### config.mk
export PLATFORM = sky130hd
export DESIGN_NAME = thermal_frame_reader
export DESIGN_NICKNAME = d
export VERILOG_FILES = /design/src/rtl/thermal_frame_reader.sv
export SDC_FILE = /design/constraint.sdc
export NUM_CORES = 1
export LEC_CHECK = 0
export ABC_AREA = 1
export CAP_MARGIN = 20
export CORE_MARGIN = 8
export CORE_UTILIZATION = 25
export CTS_BUF_LIST = sky130_fd_sc_hd__clkbuf_2
export CTS_CLUSTER_SIZE = 12
export DETAILED_ROUTE_END_ITERATION = 8
export SYNTH_ARGS = -nofsm -noshare
export SYNTH_HDL_FRONTEND = slang
export SYNTH_SLANG_ARGS = --single-unit
### constraint.sdc
create_clock -name clk -period 1.6 [get_ports clk]
set_input_delay 0.32 -clock clk [delete_from_list [all_inputs] [get_ports clk]]
set_output_delay 0.32 -clock clk [all_outputs]
set_load 0.005 [all_outputs]
### src/rtl/thermal_frame_reader.sv
// rtl/thermal_frame_reader.sv - Display-side frame buffer reader with upscaling and ping-pong bank control
module thermal_frame_reader #(
    parameter int DATA_W = 16,
    parameter int SRC_W  = 32,
    parameter int SRC_H  = 24,
    parameter int SHIFT  = 4,
    parameter int X0     = 64,
    parameter int Y0     = 48,
    parameter int CORDW  = 10,
    parameter int BG     = 0,
    parameter int ADDRW  = $clog2(2*SRC_W*SRC_H)
) (
    input  logic              clk,
    input  logic              rst,
    input  logic [CORDW-1:0]  sx,
    input  logic [CORDW-1:0]  sy,
    input  logic              de,
    input  logic              hsync_in,
    input  logic              vsync_in,
    input  logic              frame_start,
    input  logic              frame_ready,
    output logic [ADDRW-1:0]  addr_read,
    input  logic [DATA_W-1:0] data_rd,
    output logic              rd_bank,
    output logic              wr_bank,
    output logic [DATA_W-1:0] pix,
    output logic              pix_de,
    output logic              pix_hs,
    output logic              pix_vs,
    output logic              pending
);

    localparam logic [CORDW-1:0]  X0_C      = CORDW'(X0);
    localparam logic [CORDW-1:0]  X1_C      = CORDW'(X0 + (SRC_W << SHIFT));
    localparam logic [CORDW-1:0]  Y0_C      = CORDW'(Y0);
    localparam logic [CORDW-1:0]  Y1_C      = CORDW'(Y0 + (SRC_H << SHIFT));
    localparam logic [ADDRW-1:0]  SRC_W_C   = ADDRW'(SRC_W);
    localparam logic [ADDRW-1:0]  BANK_SZ_C = ADDRW'(SRC_W * SRC_H);
    localparam logic [DATA_W-1:0] BG_C      = DATA_W'(BG);

    logic [ADDRW-1:0]  addr_read_q, addr_read_d;
    logic              rd_bank_q, rd_bank_d;
    logic              pending_q, pending_d;
    logic [3:0]        s1_q, s1_d;   // {in_win, de, hs, vs}
    logic [3:0]        s2_q, s2_d;
    logic [DATA_W-1:0] pix_q, pix_d;
    logic [2:0]        out_q, out_d; // {de, hs, vs}

    logic             in_win;
    logic [CORDW-1:0] dx, dy;
    logic [ADDRW-1:0] col, row;

    always_comb begin
        in_win = de && (sx >= X0_C) && (sx < X1_C) && (sy >= Y0_C) && (sy < Y1_C);
        dx     = '0;
        dy     = '0;
        if (in_win) begin
            dx = sx - X0_C;
            dy = sy - Y0_C;
        end
        col = ADDRW'(dx >> SHIFT);
        row = ADDRW'(dy >> SHIFT);

        addr_read_d = addr_read_q;
        if (in_win) begin
            addr_read_d = (rd_bank_q ? BANK_SZ_C : '0) + row * SRC_W_C + col;
        end

        // A frame_ready coinciding with frame_start swaps immediately.
        pending_d = pending_q | frame_ready;
        rd_bank_d = rd_bank_q;
        if (frame_start && (pending_q || frame_ready)) begin
            rd_bank_d = ~rd_bank_q;
            pending_d = 1'b0;
        end

        s1_d  = {in_win, de, hsync_in, vsync_in};
        s2_d  = s1_q;
        pix_d = s2_q[3] ? data_rd : BG_C;
        out_d = s2_q[2:0];
    end

    always_ff @(posedge clk or posedge rst) begin
        if (rst) begin
            addr_read_q <= '0;
            rd_bank_q   <= 1'b0;
            pending_q   <= 1'b0;
            s1_q        <= '0;
            s2_q        <= '0;
            pix_q       <= BG_C;
            out_q       <= '0;
        end else begin
            addr_read_q <= addr_read_d;
            rd_bank_q   <= rd_bank_d;
            pending_q   <= pending_d;
            s1_q        <= s1_d;
            s2_q        <= s2_d;
            pix_q       <= pix_d;
            out_q       <= out_d;
        end
    end

    assign addr_read = addr_read_q;
    assign rd_bank   = rd_bank_q;
    assign wr_bank   = ~rd_bank_q;
    assign pending   = pending_q;
    assign pix       = pix_q;
    assign pix_de    = out_q[2];
    assign pix_hs    = out_q[1];
    assign pix_vs    = out_q[0];

endmodule

Word-level counts from Yosys, hierarchy flattened. Cells that the tools add are included.

Memories kept: 0. Register bits: 40. Output and inout bits: 33. Word-level logic and storage cells: 28. RAM bits: 0. Latch bits: 0. ROM bits: 0.

Multipliers: 0. Order comparisons: 4. Bitwise operators: 2. Muxes and demuxes: 5. Reduce and logical (&&, ||, !) cells: 6. Shift operators: 0. Div/mod/pow operators: 0. Add/subtract/negate cells: 4. Equal/unequal tests: 0.

Operator list (number): 2-to-1 mux 10 bit (3); 2-to-1 mux 16 bit (1); adder 10 x 11 -> 11 bit (1); adder 11 x 6 -> 11 bit (1); greater-or-equal comparator 10 x 6 -> 1 bit, second input constant (1); greater-or-equal comparator 10 x 7 -> 1 bit, second input constant (1); less-than comparator 10 bit, second input constant (1); less-than comparator 10 x 9 -> 1 bit, second input constant (1); subtractor 10 x 6 -> 10 bit, second input constant (1); subtractor 10 x 7 -> 10 bit, second input constant (1); logical AND 1 bit (5); logical OR 1 bit (1); 2-to-1 mux 1 bit (1); inverter 1 bit (1); bitwise OR 1 bit (1).

Longest topological paths before layout. Gate-level depths: netlist (run 1).

Depth after elaboration: 8. Mapped depth: 19.

Worst setup path before layout (run 1). No wires, ideal clock.

Path type: input to register. Start point: input sx[7]. End point: register addr_read_q[9], in the netlist addr_read[9]. Required time: 1.480 ns. Slack: -0.675 ns. Cell stages on the path: 18. Path buffers: 1. Data arrival time: 2.156 ns. Cell sequence: inv_1 ha_1 inv_1 nor2_1 nand2_1 nor2_1 nor2_1 nor2_4 inv_2 buf_6 nor2_1 ha_1 ha_1 a31o_2 xnor2_1 nand2_1 o21ai_0 inv_1.

Longest elaborated chain between the ends: 8. Elaborated cells on any way between the ends: 11. Those cells by class: add/sub: 3; order compare: 2; mux: 2; reduce/logical: 4.

RTL lines: start: declaration (line 15) `input logic [CORDW-1:0] sx,`; greater-or-equal comparator 10 x 7 -> 1 bit (line 54) `in_win = de && (sx >= X0_C) && (sx < X1_C) && (sy >= Y0_C) && (sy < Y1_C);`; logical AND 1 bit (4 in series) (line 54); 2-to-1 mux 10 bit (line 57) `if (in_win) begin`; adder 10 x 11 -> 11 bit (line 66) `addr_read_d = (rd_bank_q ? BANK_SZ_C : '0) + row * SRC_W_C + col;`; adder 11 x 6 -> 11 bit (line 66); end signal: assignment (line 93) `addr_read_q <= addr_read_d;`; end: declaration (line 41) `logic [ADDRW-1:0] addr_read_q, addr_read_d;`.

Parallel ways exist; a longest one is shown, timed or not. A chain may end at the register's enable or synchronous reset.

Worst setup path after layout (run 1). Same ends and word-level chain as after synthesis.

==> results by group, run 1 <==
Synth
  • Post-synthesis cell count: 190
  • Post-synthesis cell type count: 23
  • Register area share after synthesis: between 50% and 60%
  • Post-Syn Area per Cell: 9.24 µm²
  • Ys Warns: 0
  • Synthesis-stage register bit count: 40
  • Post-Syn Nets: 240
  • Mapped Area: 0.00176 mm²

Place
  • Dpl hpwl: around 3400 µm
  • Placer Congestion: 0.785
  • Pre-CTS WS: -1.16 ns
  • # port buffers: roughly 70

Worst setup path
  • CP arrival: about 2 ns
  • Critical path required time: 1.88 ns
  • Crit path max fanout: 6
  • CP dominant cell by count: nor2_4
  • CP endpoint kind: flop
  • Cell family with most CP delay: simple AND/OR/NAND/NOR gates
  • Worst Path Buf+Inv: 5
  • Critical path's slowest cell: a31o_4
  • Worst Setup Start Kind: input port
  • CP peak stage delay: 0.23 ns
  • Kind of critical path: in2reg
  • Critical-path cell list: buf_8, inv_12, ha_4, inv_2, nor2_2, nand2_2, nor2_4, nor2_4, nor2_4, clkinv_4, nor2_4, ha_4, a31o_4, xnor2_2, nand2_1, o21ai_1, inv_1

Clock network
  • CTS Hold Bufs: 0
  • CTS max path bufs: 2
  • Clock Sinks: 40
  • CTS tree: built
  • CTS clk-pin slew, worst paths: ~0.18 ns
  • Num CTS Buffers: 5
  • CTS Root Buffer Type: clkbuf_2
  • CTS H-tree depth: 2
  • Worst-skew pair later-pin latency: 0.37 ns

Floorplanning
  • Die ar.: 0.00996 mm²
  • Die X: 99.8 µm
  • Core area: 0.00679 mm²
  • Height of the die: ~100 µm
  • Num ports: 76
  • Starting density of the core: 25.8%
  • FP Rows: 30

Detailed routing
  • Iter 0 DRT Violations: 34
  • Final wirelength: 4860 µm
  • Detailed-router iteration count before antenna repair: 4
  • WL per Instance: 12.0 µm
  • DRC violations left: 0
  • Vias post-DR: around 1600
  • Routed vias/inst: 3.97
  • Remaining antenna violation count: 0

Layout
  • ANT cells: 0
  • # fillers: 665
  • Area growth, synth to finish: 80.5%
  • Final #Nets: 357
  • Layout cells sized above 1: between 30% and 40%
  • Commonest non-fill, non-tap cell in the layout: nand2_1
  • Final Util: 46.6%
  • Multi-input gate area in the final layout: 797 µm²
  • Most frequent cells in the layout: nand2_1 (44), buf_4 (42), dfrtp_1 (40), dlygate4sd2_1 (32), inv_1 (27)
  • Reg area: 0.00100 mm²

Timing
  • Final setup viols: 9
  • Hold Vio Cnt, Final: 0
  • Setup_tns: -0.823 ns
  • Fin crit period: 1.77 ns
  • Setup ws final: -0.167 ns
  • Max Slew Vio Count: 0
  • Worst-margin pin slew: 0.492 ns
  • Clock skew: 0.0128 ns
  • Fmax: 566 MHz
  • RSZ-0062 raised after global routing: yes
  • Worst hold slack: between 0.1 and 0.15 ns
  • Tcrit/Tclk final: 110%
  • Slew HR: 67.2%

GRT
  • First-pass GRT wire length: roughly 7500 µm
  • GRT Util Overall: a little under a tenth
  • Vias in the first global route: roughly 1700
  • GRT overflow: 0
  • Pin count of the biggest net entering global routing: 41
  • Initial antenna violation count: 0

Pwr
  • Leak pwr: 1.81 nW
  • VDD IR max: 345 µV
  • PD cells: between 800 and 900 mW/mm²

Job
  • Max cap viols: 0

Worst hold path
  • Hold crit path type: in2reg

Run status
  • Outcome: finished, violations left
  • Failing checks: negative setup slack
==> logic make-up after synthesis <==
group / count (synthesis) / synth area share, %
buffers and inverters: 39 / 9.19
AND/OR/NAND/NOR: 86 / 21.5
adder cells (fa/ha/maj): 7 / 4.99
AO/OA/AOI/OAI: 12 / 4.28
XOR/XNOR: 6 / 2.99
flip-flops: 40 / 57.0
==> final cells by class <==
class / instances / area share, %
repair buffers: 114 / 32.8
flip-flops and latches: 40 / 31.6
multi-input cells: 111 / 25.1
inverters: 35 / 4.70
well taps: 96 / 3.79
clock inverters: 3 / 1.18
clock buffers: 5 / 0.790
==> registers in the layout, indices dropped and copies added, names as in the netlist <==
name,cells
pix,16
s1_q,4
pending,1
out_q,3
s2_q,4
rd_bank,1
addr_read,11
==> cell usage after synthesis <==
cell type / n / area [µm²]
ha_1: 7 / 87.6
buf_6: 2 / 22.5
o21ai_0: 5 / 25.0
nor2_1: 19 / 71.3
nand3_1: 6 / 30.0
inv_1: 34 / 128
clkbuf_1: 2 / 7.51
a21oi_1: 2 / 10.0
xnor2_1: 2 / 17.5
nand2_1: 51 / 191
xor2_1: 4 / 35.0
nand4_1: 1 / 6.26
a2111oi_0: 1 / 8.76
nor2_4: 1 / 11.3
a31o_2: 2 / 17.5
nand4_2: 1 / 12.5
inv_2: 1 / 3.75
dfrtp_1: 40 / 1000
or2_2: 2 / 12.5
nor2_2: 2 / 12.5
nand3_2: 3 / 30.0
a31oi_1: 1 / 6.26
o21bai_1: 1 / 7.51
==> per-layer routing <==
layer  global-route usage (%)  up-vias  wire length [µm]
met5                        0        -                 0
met2                     16.4       46              2490
li1                         -      809                 -
met3                     3.46        7               315
met1                     10.4      742              1990
met4                     3.14        0                63
==> report_power, final <==
part	switching, mW	internal [mW]
clock	0.314	0.255
combinational	0.349	0.461
sequential	0.0503	1.12
total	0.713	1.83
==> what timing repair did <==
action	CTS	global route
pin swaps	23	29
resized for setup	79	42
setup buffers	22	5
setup endpoints to repair	34	18
==> worst paths after layout <==
| kind | startpoint | endpoint | slack [ns] | depth (start not counted) |
|---|---|---|---|---|
| worst max-delay path | sx[7] | addr_read[9]$_DFFE_PP0N_ | -0.17 | 17 |
| worst min-delay path | sx[6] | addr_read[2]$_DFFE_PP0N_ | 0.15 | 2 |
| worst max register to register | rd_bank$_DFFE_PP0P_ | addr_read[10]$_DFFE_PP0N_ | 0.12 | 6 |
| worst min register to register | s2_q[0]$_DFF_PP0_ | out_q[0]$_DFF_PP0_ | 0.37 | 0 |
| max in group asynchronous | rst | pix[8]$_DFF_PP0_ | 1.16 | 3 |
| min in group asynchronous | rst | s1_q[3]$_DFF_PP0_ | 0.25 | 3 |
==> through the flow <==
step                      instance area, µm²  total power, mW  instances
after floorplan                         1830             1.46        190
after global placement                  2780             1.91        372
after detailed placement                2780             1.91        372
after CTS                               3010             2.52        400
after global routing                    3170             2.72        404
final                                   3170             2.55        404
No activity file was read; power rests on OpenSTA's default activity.
==> run 2: changes to the inputs <==
--- a/config.mk
+++ b/config.mk
@@ -12,6 +12,7 @@
 export CTS_BUF_LIST = sky130_fd_sc_hd__clkbuf_2
 export CTS_CLUSTER_SIZE = 12
 export DETAILED_ROUTE_END_ITERATION = 8
+export DONT_BUFFER_PORTS = 1
 export SYNTH_ARGS = -nofsm -noshare
 export SYNTH_HDL_FRONTEND = slang
 export SYNTH_SLANG_ARGS = --single-unit
==> results by group, run 2 (same netlist as run 1, synthesis figures left out) <==
Run status
  • Outcome: finished, violations left
  • Failing checks: negative setup slack

Pwr
  • Net Sw Frac: 30.4% (+2.4 points)
  • Leak pwr: 1.26 nW (-30%)
  • Net switching power: 0.636 mW (-11%)
  • VDD IR max: 291 µV (-16%)
  • Total power draw: 2.09 mW (-18%)
  • Comb pwr share: 23.2% (-8.6 points)
  • Internal power: 1.45 mW (-21%)
  • PD cells: 866 mW/mm² (+7.9%)
  • Seq pwr share: 59.2% (+13 points)
  • Clk pwr share: 17.6% (-4.8 points)

Clock network
  • Clock Sinks: 40 (unchanged)
  • Worst-skew pair later-pin latency: 0.36 ns (about the same)
  • CTS max path bufs: 2 (unchanged)
  • CTS tree: built
  • CTS H-tree depth: 2 (unchanged)
  • CTS clk-pin slew, worst paths: 0.17 ns (about the same)
  • Num CTS Buffers: 5 (unchanged)
  • CTS Root Buffer Type: clkbuf_2

Timing
  • Slew HR: 65.3% (-1.9 points)
  • Worst-margin pin slew: 0.521 ns (+0.0285 ns)
  • Max Slew Vio Count: 0 (unchanged)
  • Hold Vio Cnt, Final: 0 (unchanged)
  • Clock skew: 0.00296 ns (-0.00986 ns)
  • Tcrit/Tclk final: 108% (-2.1 points)
  • Fin crit period: 1.73 ns (-0.0333 ns)
  • Worst hold slack: 0.0478 ns (-0.0973 ns)
  • RSZ-0062 raised after global routing: yes
  • Fmax: 577 MHz (+1.9%)
  • Setup ws final: -0.134 ns (+0.0333 ns)
  • Final setup viols: 4 (-5)

GRT
  • First-pass GRT wire length: 6490 µm (-13%)
  • GRT overflow: 0 (unchanged)
  • Pin count of the biggest net entering global routing: 32 (-22%)
  • Initial antenna violation count: 0 (unchanged)
  • Vias in the first global route: 1352 (-19%)
  • GRT Util Overall: 8.34% (-1.1 points)

Floorplanning
  • FP Rows: 30 (unchanged)
  • Num ports: 76 (unchanged)
  • Starting density of the core: 25.8% (unchanged)
  • Die X: 99.8 µm (unchanged)
  • Die ar.: 0.00996 mm² (unchanged)
  • Core area: 0.00679 mm² (unchanged)
  • Height of the die: 99.8 µm (unchanged)

Layout
  • ANT cells: 0 (unchanged)
  • Largest register FFs: 16 (unchanged)
  • Finished Layout Cells: 324 (-20%)
  • Most frequent cells in the layout: nand2_1 (48), dfrtp_1 (40), inv_1 (29), buf_4 (20), nor2_1 (14)
  • Layout cells sized above 1: 28.5% (-5.3 points)
  • Commonest non-fill, non-tap cell in the layout: nand2_1
  • Final #Nets: 280 (-22%)
  • Final Util: 35.5% (-11 points)
  • Area growth, synth to finish: 37.4%

Worst setup path
  • Crit path max fanout: 5 (-1)
  • Kind of critical path: in2reg
  • CP arrival: 2.01 ns (-0.04 ns)
  • Worst Setup Start Kind: input port
  • CP endpoint kind: flop
  • Critical path required time: 1.87 ns (about the same)

Detailed routing
  • WL per Instance: 13.3 µm (+11%)
  • Remaining antenna violation count: 0 (unchanged)
  • Vias post-DR: 1304 (-19%)
  • DRC violations left: 0 (unchanged)
  • Final wirelength: 4320 µm (-11%)
  • Detailed-router iteration count before antenna repair: 4 (unchanged)
  • Iter 0 DRT Violations: 28 (-18%)
  • Routed vias/inst: 4.02 (+1.4%)

Worst hold path
  • Hold crit path type: in2reg

Place
  • Pre-CTS WS: -0.560 ns (+0.603 ns)
  • Cells after DPL: 304 (-18%)
  • Dpl hpwl: 3210 µm (-5.1%)
  • # port buffers: 0 (-100%)
  • Placer Congestion: 0.778 (-0.95%)

Job
  • Max cap viols: 0 (unchanged)
run 2: cell count changes in the layout (fill, tap and decap cells not counted), sizes merged, moves of 4 or more:
cell and delta:
buf -23, dlymetal6s2s -9, clkdlybuf4s50 -21, dlygate4sd3 +13, dlygate4sd2 -32, clkdlybuf4s15 -4
run 2: worst paths after layout:
path,startpoint,endpoint,slack [ns],cells past startpoint
worst min register to register,s2_q[2]$_DFF_PP0_,out_q[2]$_DFF_PP0_,0.37,0
max in group asynchronous,rst,pix[9]$_DFF_PP0_,0.86,3
worst max-delay path,sx[7],addr_read[9]$_DFFE_PP0N_,-0.13,18
worst max register to register,rd_bank$_DFFE_PP0P_,addr_read[9]$_DFFE_PP0N_,0.15,6
min in group asynchronous,rst,s2_q[1]$_DFF_PP0_,0.31,2
worst min-delay path,data_rd[13],pix[13]$_DFF_PP0_,0.05,2
run 2: timing repair:
action | CTS | global route
buffers inserted | 0 | 2
pin swaps | 1 | 15
hold buffers | 9 | 4
gates resized for setup | 3 | 29
endpoints found under the setup margin | 3 | 4
hold endpoints to repair | 48 | 4
run 2: through the flow:
step	area, µm²	setup TNS (ns)
global route	2410	-0.472
global placement	2100	-2.13
finish	2410	-0.274
CTS	2220	-0.165
floorplan	1830	-1.82
detailed placement	2100	-2.31
run 2: worst max-delay path: stages:
cell and delay (ns):
clkinv_16 0.03, ha_4 0.14, inv_2 0.04, nor2_2 0.03, nand2_1 0.07, nor2_1 0.06
nor2_2 0.14, buf_4 0.14, nor2_4 0.04, inv_4 0.10, nor2_4 0.04, ha_4 0.17
ha_4 0.15, a31o_4 0.24, xnor2_2 0.12, nand2_1 0.06, o21ai_1 0.07, inv_1 0.05
run 2: layout make-up:
cell class,count,area (µm²)
tap,96,120
sequential,40,1000
inverter,35,163
clock buffer,5,25.0
fill,695,4380
timing repair buffer,37,334
multi-input combinational,111,769
run 2: layer usage:
layer,wire length (µm),track usage [%],up-vias
li1,-,-,648
met1,1570,9.02,608
met2,2300,14.0,42
met3,400,3.74,6
met4,48,3.14,0
met5,0,0,-
run 2: power by group through the flow:
stage                     combinational (mW)  sequential, mW  clock [mW]
after CTS                              0.383            1.23       0.413
after global placement                 0.352            1.25           0
after global routing                   0.542            1.26       0.443
after detailed placement               0.360            1.25           0
after floorplan                        0.266            1.20           0
final                                  0.485            1.24       0.368
